### config.mk
export PLATFORM = sky130hd
export DESIGN_NAME = hd_mask_decoder
export DESIGN_NICKNAME = d
export VERILOG_FILES = /design/src/rtl/hd_mask_decoder.sv
export SDC_FILE = /design/constraint.sdc
export NUM_CORES = 1
export LEC_CHECK = 0
export BUFFER_PORTS_ARGS = -buffer_cell sky130_fd_sc_hd__buf_2
export CAP_MARGIN = 20
export CORE_MARGIN = 5
export CORE_UTILIZATION = 54
export CTS_CLUSTER_DIAMETER = 30
export DETAILED_ROUTE_END_ITERATION = 10
export HOLD_SLACK_MARGIN = 0.02
export PLACE_DENSITY = 0.79
export SLEW_MARGIN = 20
export SYNTH_ARGS = -nofsm -noshare
export SYNTH_HDL_FRONTEND = slang
export SYNTH_SLANG_ARGS = --single-unit
### constraint.sdc
create_clock -name clk -period 1.7 [get_ports clk]
set_input_delay 0.17 -clock clk [delete_from_list [all_inputs] [get_ports clk]]
set_output_delay 0.17 -clock clk [all_outputs]
set_load 0.02 [all_outputs]
### src/rtl/hd_mask_decoder.sv
// hd_mask_decoder: expands a packed (start, length-1, invert) code word into a
// 32-bit contiguous (wrapping) bit mask, setting one bit per cycle.
module hd_mask_decoder #(
  parameter int unsigned CHECK_RSVD = 1
) (
  input  logic        clk,
  input  logic        rst_n,
  input  logic        in_valid,
  output logic        in_ready,
  input  logic [15:0] in_code,
  output logic        out_valid,
  input  logic        out_ready,
  output logic [31:0] out_mask,
  output logic        out_err
);

  localparam logic [1:0] ST_IDLE   = 2'd0;
  localparam logic [1:0] ST_EXPAND = 2'd1;
  localparam logic [1:0] ST_HOLD   = 2'd2;

  logic [1:0]  state_q, state_d;
  logic [31:0] mask_q,  mask_d;
  logic [4:0]  p_q,     p_d;
  logic [4:0]  c_q,     c_d;
  logic        v_q,     v_d;
  logic        err_q,   err_d;
  logic        live_q;

  // live_q keeps in_ready low through reset and up to the first clock edge.
  assign in_ready  = live_q && (state_q == ST_IDLE);
  assign out_valid = (state_q == ST_HOLD);
  assign out_mask  = out_valid ? (mask_q ^ {32{v_q}}) : '0;
  assign out_err   = out_valid && err_q;

  // Next-state logic: accept in IDLE, set one bit per cycle in EXPAND, hold result.
  always_comb begin
    state_d = state_q;
    mask_d  = mask_q;
    p_d     = p_q;
    c_d     = c_q;
    v_d     = v_q;
    err_d   = err_q;
    case (state_q)
      ST_IDLE: begin
        if (in_valid && in_ready) begin
          p_d     = in_code[4:0];
          c_d     = in_code[9:5];
          v_d     = in_code[10];
          err_d   = (CHECK_RSVD != 0) && (in_code[15:11] != '0);
          mask_d  = '0;
          state_d = ST_EXPAND;
        end
      end
      ST_EXPAND: begin
        mask_d = mask_q | (32'd1 << p_q);
        // 5-bit pointer wraps 31 -> 0 naturally.
        p_d    = p_q + 5'd1;
        if (c_q == '0) begin
          c_d     = '0;
          state_d = ST_HOLD;
        end else begin
          c_d = c_q - 5'd1;
        end
      end
      ST_HOLD: begin
        if (out_ready) begin
          state_d = ST_IDLE;
        end
      end
      default: begin
        state_d = ST_IDLE;
      end
    endcase
  end

  // State registers; asynchronous reset aborts any operation in progress.
  always_ff @(posedge clk or negedge rst_n) begin
    if (!rst_n) begin
      state_q <= ST_IDLE;
      mask_q  <= '0;
      p_q     <= '0;
      c_q     <= '0;
      v_q     <= 1'b0;
      err_q   <= 1'b0;
    end else begin
      state_q <= state_d;
      mask_q  <= mask_d;
      p_q     <= p_d;
      c_q     <= c_d;
      v_q     <= v_d;
      err_q   <= err_d;
    end
  end

  // Post-reset enable for in_ready.
  always_ff @(posedge clk or negedge rst_n) begin
    if (!rst_n) begin
      live_q <= 1'b0;
    end else begin
      live_q <= 1'b1;
    end
  end

endmodule

==> results of run 1 <==
cell families (layout without fill, tap and decap cells):
logic type	Yosys count	in the layout	share of synthesized area
AO/OA/AOI/OAI	49	49	0.1331
XOR/XNOR	32	32	0.1117
adder cells (fa/ha/maj)	7	7	0.03489
buffers and inverters	33	85	0.05683
flip-flops	47	47	0.4686
multiplexers	5	5	0.02144
other	1	1	0.001494
AND/OR/NAND/NOR	96	96	0.1720
worst min-delay path by stage:
stage	from	to	cells after the start
final	out_ready	state_q[1]	2
after global routing	out_ready	state_q[1]	2
after CTS	out_ready	state_q[1]	2
after detailed placement	rst_n	mask_q[30]	1
after global placement	rst_n	err_q	1
after floorplan	rst_n	c_q[0]	0
cell usage after synthesis (5+ instances only):
cell       n  share of area
a21oi_1    5          0.010
a31oi_1   26          0.065
buf_2     12          0.024
clkbuf_1  10          0.015
dfrtp_1   47           0.47
ha_1       7          0.035
inv_1     10          0.015
nand2_1    7          0.010
nor2_1    66          0.099
nor2b_1    5          0.012
xnor2_1   32           0.11
per-stage QoR:
step | cells | utilization | hold slack, ns | setup WS, ns | power [uW]
after CTS | 373 | 0.6782 | 0.06475 | 0.0008143 | 5661
after floorplan | 270 | - | -0.1256 | 0.2977 | 4079
after detailed placement | 364 | 0.6498 | 0.1724 | 0.1085 | 4807
final | 374 | 0.6830 | 0.05631 | 0.1046 | 5679
after global routing | 374 | 0.6830 | 0.03449 | 0.02879 | 6126
after global placement | 364 | 0.6498 | 0.1618 | 0.1620 | 4680
worst register-to-register path, delay by kind of cell, from the launching register on:
kind	cells	cell delay [ns]
DFF	1	0.49
and+or+nand+nor	2	0.56
buffers and inverters	2	0.40
repair_timing:
action	4_1_cts	5_1_grt
setup endpoints to repair	1	35
hold buffers	1	0
buffers inserted	0	1
hold endpoints to repair	20	0
resized for setup	1	3
power by group through the flow:
| stage | sequential, uW | combinational (uW) | clock [uW] |
|---|---|---|---|
| floorplan | 1910 | 2170 | 0 |
| global route | 2130 | 3090 | 904 |
| detailed placement | 2060 | 2740 | 0 |
| CTS | 2050 | 2760 | 849 |
| finish | 2060 | 2790 | 837 |
| global placement | 2040 | 2640 | 0 |
area by class of cell:
cell class,count,area [sq um]
Inverter,10,37.54
Fill cell,361,1409
Clock inverter,3,46.29
Timing Repair Buffer,67,420.4
Multi-Input combinational cell,190,1219
Sequential cell,47,1179
Clock buffer,5,68.82
Tap cell,52,65.06
registers in the layout, summed over array words and instances (netlist names):
signal and cells:
live_q 1, mask_q 32, c_q 5, state_q 2, v_q 1, err_q 1, p_q 5
layer usage:
metal | up-vias | share of wire
met2 | 51 | 0.51
li1 | 1007 | -
met5 | - | 0
met1 | 1009 | 0.44
met4 | 0 | 0.0089
met3 | 5 | 0.046
==> flow_summary.json, run 1 <==
{
  "outcome": "complete, no violations",
  "syn_to_final_growth_pct": 20.94,
  "wl_per_cell_um": 15.25,
  "grt_pass1_vias": 1990,
  "cp.depth": 4,
  "drive_above_1_share": 0.2547,
  "grt_pass1_wl_um": 9735,
  "crit_path_end_kind": "output pin",
  "numCtsBuffers": 5,
  "p_int_uw": 3327,
  "hpwl_um": 4175,
  "power.share.switching": 0.4142,
  "grtUsageTotal": 0.1980,
  "antenna_found_initial": 0,
  "setup_viol": 0,
  "maxSlewHeadroom": 0.6186,
  "die_h_um": 78.18,
  "final_common_cell": "nor2_1",
  "vias_per_cell": 5.540,
  "drt_iter0_drc": 217,
  "rsz0062_at_grt": "false",
  "yosys.cell_types.count": 39,
  "synth_edf_count": 0,
  "pwr-share-comb": 0.491,
  "p_sw_uw": 2353,
  "met3_usage": 0.04805,
  "dieArea_sq_mm": 0.006111,
  "met1_usage": 0.2564,
  "core_sq_mm": 0.004444,
  "grt_overflow": 0,
  "hold_violations": 0,
  "fin_nets": 348,
  "maxSlewViolCount": 0,
  "ir_worst_vdd_mv": 0.9303,
  "required_ns": 1.53,
  "num_vias": 2072,
  "period_minus_slack_ns": 1.595,
  "fmax_mhz": 626.8,
  "ant_nets": 0,
  "ioPinCount": 55,
  "grt_max_degree": 35,
  "globalplace.congestion": 0.8162,
  "rr_startpoint": "state_q[1]",
  "ys_async_sr_fraction": 1.000,
  "setup.worst_path.start_class": "register",
  "r2r-end": "mask_q[8]",
  "cts.path.max_buffers": 2,
  "synth_ff_type": "dfrtp_1",
  "postSynthCellCount": 270,
  "synth-seq-cells": 47,
  "endpoint": "out_mask[2]",
  "crit_chain": "nand2b_4, buf_12, nor2_1, buf_2",
  "clock_latency_ns": 0.30,
  "crit_type": "register to output pin",
  "n_antenna_cell": 0,
  "powerDensity_mw_per_mm2": 1871,
  "fin_skew_ns": 0.007181,
  "io_buffers": 54,
  "avgSynthCellArea_sq_um": 9.296,
  "power_frac_clock": 0.147,
  "ff2ff_path_depth": 4,
  "h-tree-depth": 2,
  "hold_class": "primary input to register",
  "die_w_um": 78.18,
  "drc_errors": 0,
  "clockRootBuffer": "clkbuf_8",
  "cp-startpoint": "state_q[0]",
  "cts.sinks": 47,
  "postPlaceCellArea_sq_mm": 0.002888,
  "synth_area_sq_mm": 0.002510,
  "power.leakage_uw": 0.001481,
  "busiest_layer": "met2",
  "yosysSeqAreaShare": 0.4686,
  "cp.buffers_inverters": 2,
  "final_cell_mix": "nor2_1, buf_2, dfrtp_1, xnor2_1, a31oi_1",
  "grt_use_met2": 0.3296,
  "finalWirelength_um": 5702,
  "r2r_slack_ns": 0.14,
  "num_rows": 24,
  "layout_worst_path_cycle_share": 0.9385,
  "power_frac_seq": 0.362,
  "path_clk_slew_ns": 0.09,
  "detailedRoute.firstPassIterationCount": 4,
  "final_cell_area_sq_mm": 0.003035,
  "crit_fanout": 34,
  "critPathMaxStageDelay_ns": 0.46,
  "path_delay_family": "flip-flops",
  "setup_tns_ns": 0,
  "syn-num-nets": 297,
  "tightest_slew_ns": 0.5709,
  "cts_tree": "done",
  "crit_slowest_cell": "dfrtp_2",
  "start_util": 0.5648,
  "worstPathArrival_ns": 1.43,
  "yosysWarnings": 0,
  "max_cap_violations": 0
}
Note: power is estimated with default switching activity, not from simulation.
==> run 2, diff against run 1 <==
--- a/config.mk
+++ b/config.mk
@@ -5,7 +5,7 @@
 export SDC_FILE = /design/constraint.sdc
 export NUM_CORES = 1
 export LEC_CHECK = 0
-export BUFFER_PORTS_ARGS = -buffer_cell sky130_fd_sc_hd__buf_2
+export BUFFER_PORTS_ARGS = -buffer_cell sky130_fd_sc_hd__buf_4
 export CAP_MARGIN = 20
 export CORE_MARGIN = 5
 export CORE_UTILIZATION = 54
==> run 2 against run 1 <==
  * Flip-flop and latch count unchanged
  * Hold slack improved by 0.0062 ns
  * Combinational power is essentially flat
  * First-iteration DRC count decreased by 15%
  * Design area increased by 3.3%
  * Critical path depth is the same
  * Total power grew 1.5%
  * Utilization is 2.3 points higher
  * Critical endpoint is now out_mask[31]
==> flow_summary.json, run 2 (synthesis results as in run 1) <==
{
  "path_clk_slew_ns": 0.08,
  "ant_nets": 0,
  "period_minus_slack_ns": 1.542,
  "cts_tree": "done",
  "grt_max_degree": 48,
  "max_cap_violations": 0,
  "fin_skew_ns": 0.005961,
  "h-tree-depth": 2,
  "num_rows": 24,
  "detailedRoute.firstPassIterationCount": 4,
  "num_vias": 2046,
  "grt_pass1_vias": 1970,
  "final_common_cell": "nor2_1",
  "grtUsageTotal": 0.1891,
  "setup.worst_path.start_class": "register",
  "cts.sinks": 47,
  "rsz0062_at_grt": "false",
  "hpwl_um": 4035,
  "crit_slowest_cell": "dfrtp_1",
  "tightest_slew_ns": 0.5960,
  "ir_worst_vdd_mv": 1.064,
  "layout_worst_path_cycle_share": 0.9070,
  "post_cts_buffers": 0,
  "setup_viol": 0,
  "dieArea_sq_mm": 0.006111,
  "start_util": 0.5648,
  "pwr-share-comb": 0.479,
  "fin_nets": 344,
  "crit_path_end_kind": "output pin",
  "finalWirelength_um": 5556,
  "power_frac_seq": 0.357,
  "syn_to_final_growth_pct": 24.93,
  "p_sw_uw": 2308,
  "largest_register_ffs": 32,
  "setup_tns_ns": 0,
  "die_w_um": 78.18,
  "nFillCells": 336,
  "crit_fanout": 33,
  "hold_class": "primary input to register",
  "final_cell_mix": "nor2_1, buf_4, dfrtp_1, xnor2_1, a31oi_1",
  "clockRootBuffer": "clkbuf_8",
  "top_register": "mask_q",
  "die_h_um": 78.18,
  "power.leakage_uw": 0.001475,
  "required_ns": 1.53,
  "maxSlewHeadroom": 0.6023,
  "hold_violations": 0,
  "grt_pass1_wl_um": 9301,
  "timing.hold.ws_ns": 0.06247,
  "antenna_found_initial": 0,
  "io_buffers": 54,
  "drt_iter0_drc": 184,
  "p_int_uw": 3458,
  "cts.path.max_buffers": 2,
  "maxSlewViolCount": 0,
  "clock_latency_ns": 0.29,
  "fmax_mhz": 648.5,
  "globalplace.congestion": 0.8662,
  "grt_overflow": 0,
  "critPathMaxStageDelay_ns": 0.34,
  "vias_per_cell": 5.530,
  "powerDensity_mw_per_mm2": 1839,
  "drive_above_1_share": 0.2453,
  "worstPathArrival_ns": 1.37,
  "utilization": 0.7055,
  "core_sq_mm": 0.004444,
  "n_antenna_cell": 0,
  "power_frac_clock": 0.164,
  "ioPinCount": 55,
  "wl_per_cell_um": 15.02,
  "drc_errors": 0,
  "crit_type": "register to output pin",
  "outcome": "complete, no violations",
  "numCtsBuffers": 5,
  "power.share.switching": 0.4002,
  "crit_chain": "buf_6, xnor2_1, nor2_1, buf_4",
  "top_regs": "mask_q x32, c_q x5, p_q x5"
}
-- run 2: worst paths after layout --
path	from	endpoint	slack, ns	cells after the start
worst max-delay path	v_q	out_mask[31]	0.16	4
worst min-delay path	in_code[10]	v_q	0.06	3
worst max register to register	state_q[1]	p_q[1]	0.20	4
worst min register to register	mask_q[29]	mask_q[29]	0.52	1
max in group asynchronous	rst_n	state_q[0]	0.85	2
min in group asynchronous	rst_n	err_q	0.42	2
-- run 2: worst max-delay path, delay by kind of cell (launching register included) --
| family | cells | cell delay (ns) |
|---|---|---|
| XOR/XNOR | 1 | 0.14 |
| buffers and inverters | 2 | 0.48 |
| flip-flops | 1 | 0.34 |
| AND/OR/NAND/NOR | 1 | 0.11 |
-- run 2: repair_timing --
action,4_1_cts,5_1_grt
setup endpoints to repair,0,43
endpoints found under the hold margin,47,0
hold buffers,1,0
gates resized for setup,0,7
-- run 2: final cells by class --
class	instances	area, sq um	share of cell area
Timing Repair Buffer	63	491.7	0.1568
Clock inverter	2	60.06	0.01915
Multi-Input combinational cell	190	1230	0.3923
Clock buffer	6	72.57	0.02314
Sequential cell	47	1179	0.3759
Inverter	10	37.54	0.01197
Tap cell	52	65.06	0.02075
-- run 2: metrics by stage --
| step | instance area (sq um) | setup slack, ns | instances | power (uW) |
|---|---|---|---|---|
| detailed placement | 2963 | 0.08223 | 361 | 4768 |
| finish | 3136 | 0.1581 | 370 | 5766 |
| global placement | 2963 | 0.1338 | 361 | 4646 |
| floorplan | 2510 | 0.2977 | 270 | 4079 |
| global route | 3136 | 0.04454 | 370 | 6214 |
| CTS | 3105 | 0.04002 | 370 | 5720 |
-- run 2: power by group through the flow --
stage	Sequential, uW	Combinational [uW]	Clock (uW)
3_3_place_gp	2030	2610	0
4_1_cts	2030	2730	957
6_report	2060	2760	948
5_1_grt	2130	3060	1030
3_5_place_dp	2050	2710	0
2_1_floorplan	1910	2170	0
-- run 2: metal layers --
layer  part of all wire  routed length, um  track usage  vias up
met3              0.058                320      0.04577        5
met1               0.43               2381       0.2417      972
li1                   -                  -            -     1001
met5                  0                  0            0        -
met2               0.51               2817       0.3253       68
met4             0.0067                 37      0.04545        0
==> run 3, diff against run 2 <==
--- a/config.mk
+++ b/config.mk
@@ -13,6 +13,7 @@
 export DETAILED_ROUTE_END_ITERATION = 10
 export HOLD_SLACK_MARGIN = 0.02
 export PLACE_DENSITY = 0.79
+export RECOVER_POWER = 100
 export SLEW_MARGIN = 20
 export SYNTH_ARGS = -nofsm -noshare
 export SYNTH_HDL_FRONTEND = slang
==> run 3 against run 2 <==
  * Worst setup slack got worse by 0.017 ns
  * Clock skew rose by 0.0012 ns
  * Sequential share of layout area rose by 1.0 points
  * Clock power barely moved
  * Utilization fell by 1.8 points
  * Hold slack barely moved
  * Design area fell by 2.6%
  * Critical endpoint is now out_mask[24]
==> flow_summary.json, run 3 (synthesis results as in run 1) <==
{
  "outcome": "complete, no violations",
  "cts.path.max_buffers": 2,
  "max_cap_violations": 0,
  "die_h_um": 78.18,
  "top_register": "mask_q",
  "path_clk_slew_ns": 0.08,
  "cts.sinks": 47,
  "setup_viol": 0,
  "antenna_found_initial": 0,
  "crit_path_end_kind": "output pin",
  "grt_pass1_vias": 1970,
  "clockRootBuffer": "clkbuf_8",
  "detailedRoute.firstPassIterationCount": 4,
  "hold_violations": 0,
  "ff2ff_path_depth": 4,
  "drive_above_1_share": 0.2421,
  "num_rows": 24,
  "period_minus_slack_ns": 1.559,
  "crit_fanout": 30,
  "final_cell_mix": "nor2_1, dfrtp_1, xnor2_1, clkbuf_2, buf_4",
  "r2r_slack_ns": 0.14,
  "hpwl_um": 4035,
  "largest_register_ffs": 32,
  "ant_nets": 0,
  "top_regs": "mask_q x32, c_q x5, p_q x5",
  "ir_worst_vdd_mv": 1.065,
  "fin_skew_ns": 0.007176,
  "h-tree-depth": 2,
  "die_w_um": 78.18,
  "timing.hold.ws_ns": 0.06249,
  "rsz0062_at_grt": "false",
  "drt_iter0_drc": 228,
  "n_antenna_cell": 0,
  "final_common_cell": "nor2_1",
  "post_cts_buffers": 0,
  "finalWirelength_um": 5570,
  "drc_errors": 0,
  "num_vias": 2054,
  "rr_startpoint": "state_q[1]",
  "fmax_mhz": 641.3,
  "r2r-end": "p_q[1]",
  "seqCellArea_sq_mm": 0.001179,
  "tightest_slew_ns": 1.149,
  "power.leakage_uw": 0.001446,
  "fin_nets": 344,
  "hold_class": "primary input to register",
  "grt_max_degree": 48,
  "numCtsBuffers": 5,
  "powerDensity_mw_per_mm2": 1875,
  "nFillCells": 362,
  "setup.worst_path.start_class": "register",
  "core_sq_mm": 0.004444,
  "dieArea_sq_mm": 0.006111,
  "cp-startpoint": "state_q[0]",
  "start_util": 0.5648,
  "vias_per_cell": 5.551,
  "clock_latency_ns": 0.29,
  "crit_type": "register to output pin",
  "grt_pass1_wl_um": 9301,
  "cts_tree": "done",
  "required_ns": 1.53,
  "endpoint": "out_mask[24]",
  "io_buffers": 54,
  "syn_to_final_growth_pct": 21.68,
  "setup_tns_ns": 0,
  "layout_worst_path_cycle_share": 0.9172,
  "grt_overflow": 0,
  "maxSlewHeadroom": 0.2343,
  "holdPathStages": 3,
  "grtUsageTotal": 0.1891,
  "multi_input_area_sq_mm": 0.001230,
  "wl_per_cell_um": 15.05,
  "globalplace.congestion": 0.8662,
  "maxSlewViolCount": 0,
  "ioPinCount": 55,
  "worstPathArrival_ns": 1.39
}
-- run 3: cell count changes in the layout (fill, tap and decap cells not counted) --
cell	before	now
buf_4	60	28
clkbuf_1	1	2
clkbuf_2	0	31
o21ai_0	2	3
o21ai_1	1	0
-- run 3: how the worst min path moves through the flow --
stage,from,endpoint,slack (ns)
final,in_code[10],v_q,0.06
after global routing,out_ready,state_q[1],0.06
after CTS,in_code[10],v_q,0.06
after detailed placement,rst_n,err_q,0.21
after global placement,rst_n,err_q,0.21
after floorplan,rst_n,c_q[0],-0.13
-- run 3: critical path, stage by stage (launching register included) --
cell and delay [ns]:
dfrtp_2 0.47, nand2b_4 0.17, buf_12 0.16, nor2_1 0.11, clkbuf_2 0.18
-- run 3: cell type report --
cell class / count / share of cell area
clock buffers: 6 / 0.02376
clock inverters: 2 / 0.01966
inverters: 10 / 0.01229
multi-input cells: 190 / 0.4027
flip-flops and latches: 47 / 0.3859
well taps: 52 / 0.02130
repair buffers: 63 / 0.1344
-- run 3: repair_timing --
item / in CTS / in global routing
hold buffers: 1 / 0
hold endpoints to repair: 47 / 0
setup endpoints to repair: 0 / 43
resized for setup: 0 / 7
-- run 3: metrics by stage --
| stage | utilization | instance area (sq um) | power (uW) | setup WS, ns | cells |
|---|---|---|---|---|---|
| 2_1_floorplan | - | 2510 | 4079 | 0.2977 | 270 |
| 3_3_place_gp | 0.6667 | 2963 | 4646 | 0.1338 | 361 |
| 3_5_place_dp | 0.6667 | 2963 | 4768 | 0.08223 | 361 |
| 4_1_cts | 0.6988 | 3105 | 5720 | 0.04002 | 370 |
| 5_1_grt | 0.6872 | 3054 | 6173 | 0.02290 | 370 |
| 6_report | 0.6872 | 3054 | 5726 | 0.1407 | 370 |
-- run 3: where the power goes --
part / switching, uW / leakage [uW] / internal (uW)
Sequential: 458 / 0.000609 / 1600
Clock: 361 / 0.0000654 / 588
Combinational: 1490 / 0.000772 / 1230
Total: 2310 / 0.00145 / 3420
-- run 3: routing by layer --
| metal | track usage | part of all wire | wire (um) |
|---|---|---|---|
| met5 | 0 | 0 | 0 |
| met4 | 0.04545 | 0.0066 | 37 |
| met3 | 0.04577 | 0.058 | 322 |
| met2 | 0.3253 | 0.51 | 2833 |
| met1 | 0.2417 | 0.43 | 2377 |
